File: src/rtl/shift_add_mult_ctrl.sv
// shift_add_mult_ctrl: sequencer for an unsigned WIDTH x WIDTH shift-and-add
// multiplier that borrows an external 2*WIDTH-bit ripple adder.
// Operands are latched on an accepted start. One partial product is added per
// RUN cycle. The result is loaded into product with a one-cycle done pulse.
// Optional build macro: MULT_EARLY_TERM_EN ends RUN as soon as the remaining
// multiplier bits are all zero. Results are identical with or without it.
// Handshake: start is sampled only on a rising edge where ready=1 (IDLE);
// done is high for exactly one cycle, and product is then valid and held
// until the next accepted start.
module shift_add_mult_ctrl #(
  parameter int WIDTH = 8
) (
  input  logic                 clk,
  input  logic                 rst_n,
  input  logic                 start,
  input  logic [WIDTH-1:0]     multiplicand,
  input  logic [WIDTH-1:0]     multiplier,
  output logic                 ready,
  output logic                 done,
  output logic [2*WIDTH-1:0]   product,
  output logic                 ovf_err,
  output logic [2*WIDTH-1:0]   add_a,
  output logic [2*WIDTH-1:0]   add_b,
  output logic                 add_cin,
  input  logic [2*WIDTH-1:0]   add_sum,
  input  logic                 add_cout,
  output logic [1:0]           dbg_state
);

  localparam int PW = 2 * WIDTH;
  localparam int CW = $clog2(WIDTH + 1);
  localparam logic [CW-1:0] LAST = CW'(WIDTH);

  typedef enum logic [1:0] {
    IDLE = 2'd0,
    RUN  = 2'd1,
    DONE = 2'd2
  } state_t;

  state_t            state;
  logic [PW-1:0]     acc;
  logic [PW-1:0]     mcand;
  logic [WIDTH-1:0]  mplier;
  logic [CW-1:0]     count;
  logic              stepping;
  logic              take;
  logic [CW-1:0]     count_nxt;

  // RUN holds WIDTH add cycles followed by one settle cycle (count == LAST)
  // in which the final accumulator is handed over to product.
  assign stepping  = (state == RUN) && (count != LAST);
  assign take      = stepping && mplier[0];
  assign dbg_state = state;

  // Next step count; early termination jumps straight to the settle cycle
  // once no set multiplier bits remain after this shift.
  always_comb begin
`ifdef MULT_EARLY_TERM_EN
    count_nxt = ((mplier >> 1) == '0) ? LAST : count + CW'(1);
`else
    count_nxt = count + CW'(1);
`endif
  end

  // Adder operand muxing: only RUN drives the adder, otherwise it is quiescent.
  always_comb begin
    add_a   = '0;
    add_b   = '0;
    add_cin = 1'b0;
    if (state == RUN) begin
      add_a = acc;
      add_b = mcand;
    end
  end

  // Sequencer FSM with the datapath registers and registered status outputs.
  always_ff @(posedge clk or negedge rst_n) begin
    if (!rst_n) begin
      state   <= IDLE;
      ready   <= 1'b1;
      done    <= 1'b0;
      product <= '0;
      ovf_err <= 1'b0;
      acc     <= '0;
      mcand   <= '0;
      mplier  <= '0;
      count   <= '0;
    end else begin
      case (state)
        IDLE: begin
          done <= 1'b0;
          if (start) begin
            mcand  <= {{WIDTH{1'b0}}, multiplicand};
            mplier <= multiplier;
            acc    <= '0;
            count  <= '0;
            ready  <= 1'b0;
            state  <= RUN;
          end
        end
        RUN: begin
          if (stepping) begin
            if (mplier[0]) acc <= add_sum;
            mcand  <= mcand << 1;
            mplier <= mplier >> 1;
            count  <= count_nxt;
          end else begin
            product <= acc;
            done    <= 1'b1;
            state   <= DONE;
          end
        end
        DONE: begin
          done  <= 1'b0;
          ready <= 1'b1;
          state <= IDLE;
        end
        default: begin
          done  <= 1'b0;
          ready <= 1'b1;
          state <= IDLE;
        end
      endcase
      // A carry out of a full-width add can only come from a faulty adder.
      if (take && add_cout) ovf_err <= 1'b1;
    end
  end

endmodule
File: config.mk
export PLATFORM = sky130hd
export DESIGN_NAME = shift_add_mult_ctrl
export DESIGN_NICKNAME = d
export VERILOG_FILES = /design/src/rtl/shift_add_mult_ctrl.sv
export SDC_FILE = /design/constraint.sdc
export NUM_CORES = 1
export LEC_CHECK = 0
export BUFFER_PORTS_ARGS = -buffer_cell sky130_fd_sc_hd__buf_2
export CAP_MARGIN = 20
export CELL_PAD_IN_SITES_DETAIL_PLACEMENT = 1
export CELL_PAD_IN_SITES_GLOBAL_PLACEMENT = 2
export CORE_MARGIN = 2
export CORE_UTILIZATION = 33
export DETAILED_ROUTE_END_ITERATION = 8
export PLACE_DENSITY = 0.87
export RECOVER_POWER = 100
export SYNTH_ARGS = -nofsm -noshare
export SYNTH_HDL_FRONTEND = slang
export SYNTH_SLANG_ARGS = --single-unit
File: constraint.sdc
create_clock -name clk -period 2.55 [get_ports clk]
set_input_delay 0.51 -clock clk [delete_from_list [all_inputs] [get_ports clk]]
set_output_delay 0.51 -clock clk [all_outputs]
set_load 0.01 [all_outputs]
==> out/results.tsv <==
metric	value	unit
outcome	finished, violations left	
failing checks	max-capacitance violations, max-slew violations	
dpl hpwl	4637	um
Worst Setup Start Kind	flip-flop	
layout cell share with drive strength beyond 1	0.3302	
Unique masters post-synth	32	
Hold Path Class	in2reg	
Hold Buf Count CTS	0	
Post-Syn Nets	261	
first-pass GRT wire length	11320	um
H-tree Lvls	3	
vias in the first global route	2289	
Synth Instances	223	
clock-pin slew on the worst setup and hold paths	0.07	ns
Antenna Cells	0	
GRT Total Usage	0.1478	
Fmax	0.4525	GHz
Worst Path Max Fanout	27	
area delta synth->final	24.12	%
die width	97.99	um
initial core utilization	0.3376	
DRC violations left	0	
vias per cell	4.790	
ANT nets after route	0	
Die Area	0.009602	mm^2
Worst path slowest cell	nor2_2	
Tmin final	2.210	ns
Slew Limit Fails	28	
Synth top area share	0.5494	
Synth Register Bits	65	
First DRT Iteration DRCs	23	
total setup buffers inserted after CTS	0	
GP Congestion	0.7234	
main flop type after synthesis	dfrtp_1	
RSZ-0062 raised after global routing	false	
worst-path cell chain	nand2b_1 > buf_4 > nor2_2 > mux2_2	
Final nets	354	
Final Hold Violating Endpoints	0	
Avg Cell Area, Syn	13.07	um^2
CTS Buf Count	9	
Max-Cap Viols	1	
maximum VDD drop	0.3724	mV
Post-synth EDFFs	0	
top cells by area, synth	dfrtp_1 (55%), mux2_2 (12%), mux2i_1 (5.5%)	
most numerous cell in the Yosys netlist	dfrtp_1	
clk sinks	65	
setup TNS	0	ns
Finished Layout Cells	429	
Power Density	1385	mW/mm^2
sequential element share of the synthesized area	0.5584	
clock root cell	clkbuf_8	
Worst Skew	0.009928	ns
leading area contributor after synthesis	dfrtp_1	
Yosys warning total	0	
I/O pins	90	
ys async rst share	1.000	
Worst-Margin Slew	1.584	ns
Die Y	97.99	um
critical path type	reg2reg	
endpoint type of the worst setup path	flip-flop	
via count	2055	
Core ar.	0.008636	mm^2
Bufs on Longest Clock Path	2	
initial antenna violation count	0	
cell row count	34	
Slew HR	-0.05584	
gr ovfl total	0	
commonest cells in the netlist	dfrtp_1 (64), mux2_2 (30), and2_1 (25)	
CP peak stage delay	0.79	ns
WL final	6509	um
CTS resizes	0	
Arr. time, crit path	2.42	ns
largest net degree at the start of global routing	39	
Netlist Area Pre-Place	0.002915	mm^2
Req. time, crit path	2.76	ns
Static Leak	1.768	nW
routed wire length per instance	15.17	um
# setup viols final	0	
final period utilization	0.8667	
Clock Latency Late Sink	0.33	ns
CTS tree	yes	
IO buf count	88	
placed insts	413	
Pre-antenna DRT Iters	4	
[metal layers]
| metal | vias up | track usage | wire [um] |
|---|---|---|---|
| li1 | 950 | - | - |
| met1 | 1042 | 0.1884 | 2912 |
| met2 | 55 | 0.2397 | 3200 |
| met3 | 8 | 0.03364 | 301 |
| met4 | 0 | 0.06731 | 95 |
| met5 | - | 0 | 0 |
[power breakdown]
| part | total [mW] | leakage, nW | switching (mW) | internal, mW |
|---|---|---|---|---|
| registers | 1.77 | 0.823 | 0.273 | 1.50 |
| clock network | 0.988 | 0.115 | 0.387 | 0.601 |
| logic | 2.25 | 0.829 | 1.21 | 1.04 |
[final cells by class]
type	count	area [um^2]
Clock inverter	5	77.57
Sequential cell	65	1628
Multi-Input combinational cell	132	1130
Fill cell	969	5017
Tap cell	108	135.1
Inverter	13	48.80
Timing Repair Buffer	95	447.9
Clock buffer	11	151.4
[through the flow]
stage	hold slack, ns	worst slack, ns	utilization	instance area (um^2)	power, mW
2_1_floorplan	0.2144	0.7299	-	2915	3.431
3_3_place_gp	0.4484	0.5691	0.4002	3456	4.123
4_1_cts	0.2189	0.3247	0.4267	3685	5.235
6_report	0.4051	0.3400	0.4190	3618	5.012
3_5_place_dp	0.4581	0.5136	0.4002	3456	4.220
5_1_grt	0.3941	0.1573	0.4190	3618	5.448
[path summary, 6_finish.rpt]
check | from | to | slack, ns | cells after the start
max | dbg_state[0] | product[13] | 0.34 | 4
min | add_sum[8] | acc[8] | 0.41 | 2
max reg2reg | dbg_state[0] | product[13] | 0.34 | 4
min reg2reg | ovf_err | ovf_err | 0.47 | 1
max in group asynchronous | rst_n | ready | 1.01 | 2
min in group asynchronous | rst_n | mcand[0] | 0.56 | 1
[state kept, by name, summed over array words and instances (netlist names)]
| signal | count |
|---|---|
| acc | 16 |
| mcand | 16 |
| product | 16 |
| mplier | 8 |
| count | 4 |
| dbg_state | 2 |
| done | 1 |
| ovf_err | 1 |
| ready | 1 |
[worst max-delay path, delay by kind of cell, from the launching register on]
family / cells / cell delay (ns)
simple gates: 2 / 0.88
flops: 1 / 0.53
buf+inv: 1 / 0.26
mux: 1 / 0.42
[cells in the final DEF (no fill, tap or decap), types with 4 or more instances in the layout]
cell type / count
nand3_1: 4
and2_1: 9
mux2i_1: 16
clkbuf_1: 40
mux2_1: 7
mux2_2: 30
a22o_1: 16
buf_2: 51
o21ai_0: 5
nor2_1: 9
and2_0: 16
clkbuf_8: 11
dfrtp_1: 64
inv_1: 13
[cell families (layout without fill, tap and decap cells)]
| group | Yosys count | in the layout | share of synthesized area |
|---|---|---|---|
| compound gates | 26 | 26 | 0.07468 |
| flops | 65 | 65 | 0.5584 |
| other cells | 1 | 1 | 0.001286 |
| fa+ha+maj | 2 | 2 | 0.008582 |
| mux | 54 | 54 | 0.2043 |
| simple gates | 48 | 48 | 0.09872 |
| xor+xnor | 1 | 1 | 0.003005 |
| buf+inv | 26 | 124 | 0.05107 |
Note: power is estimated with default switching activity, not from simulation.
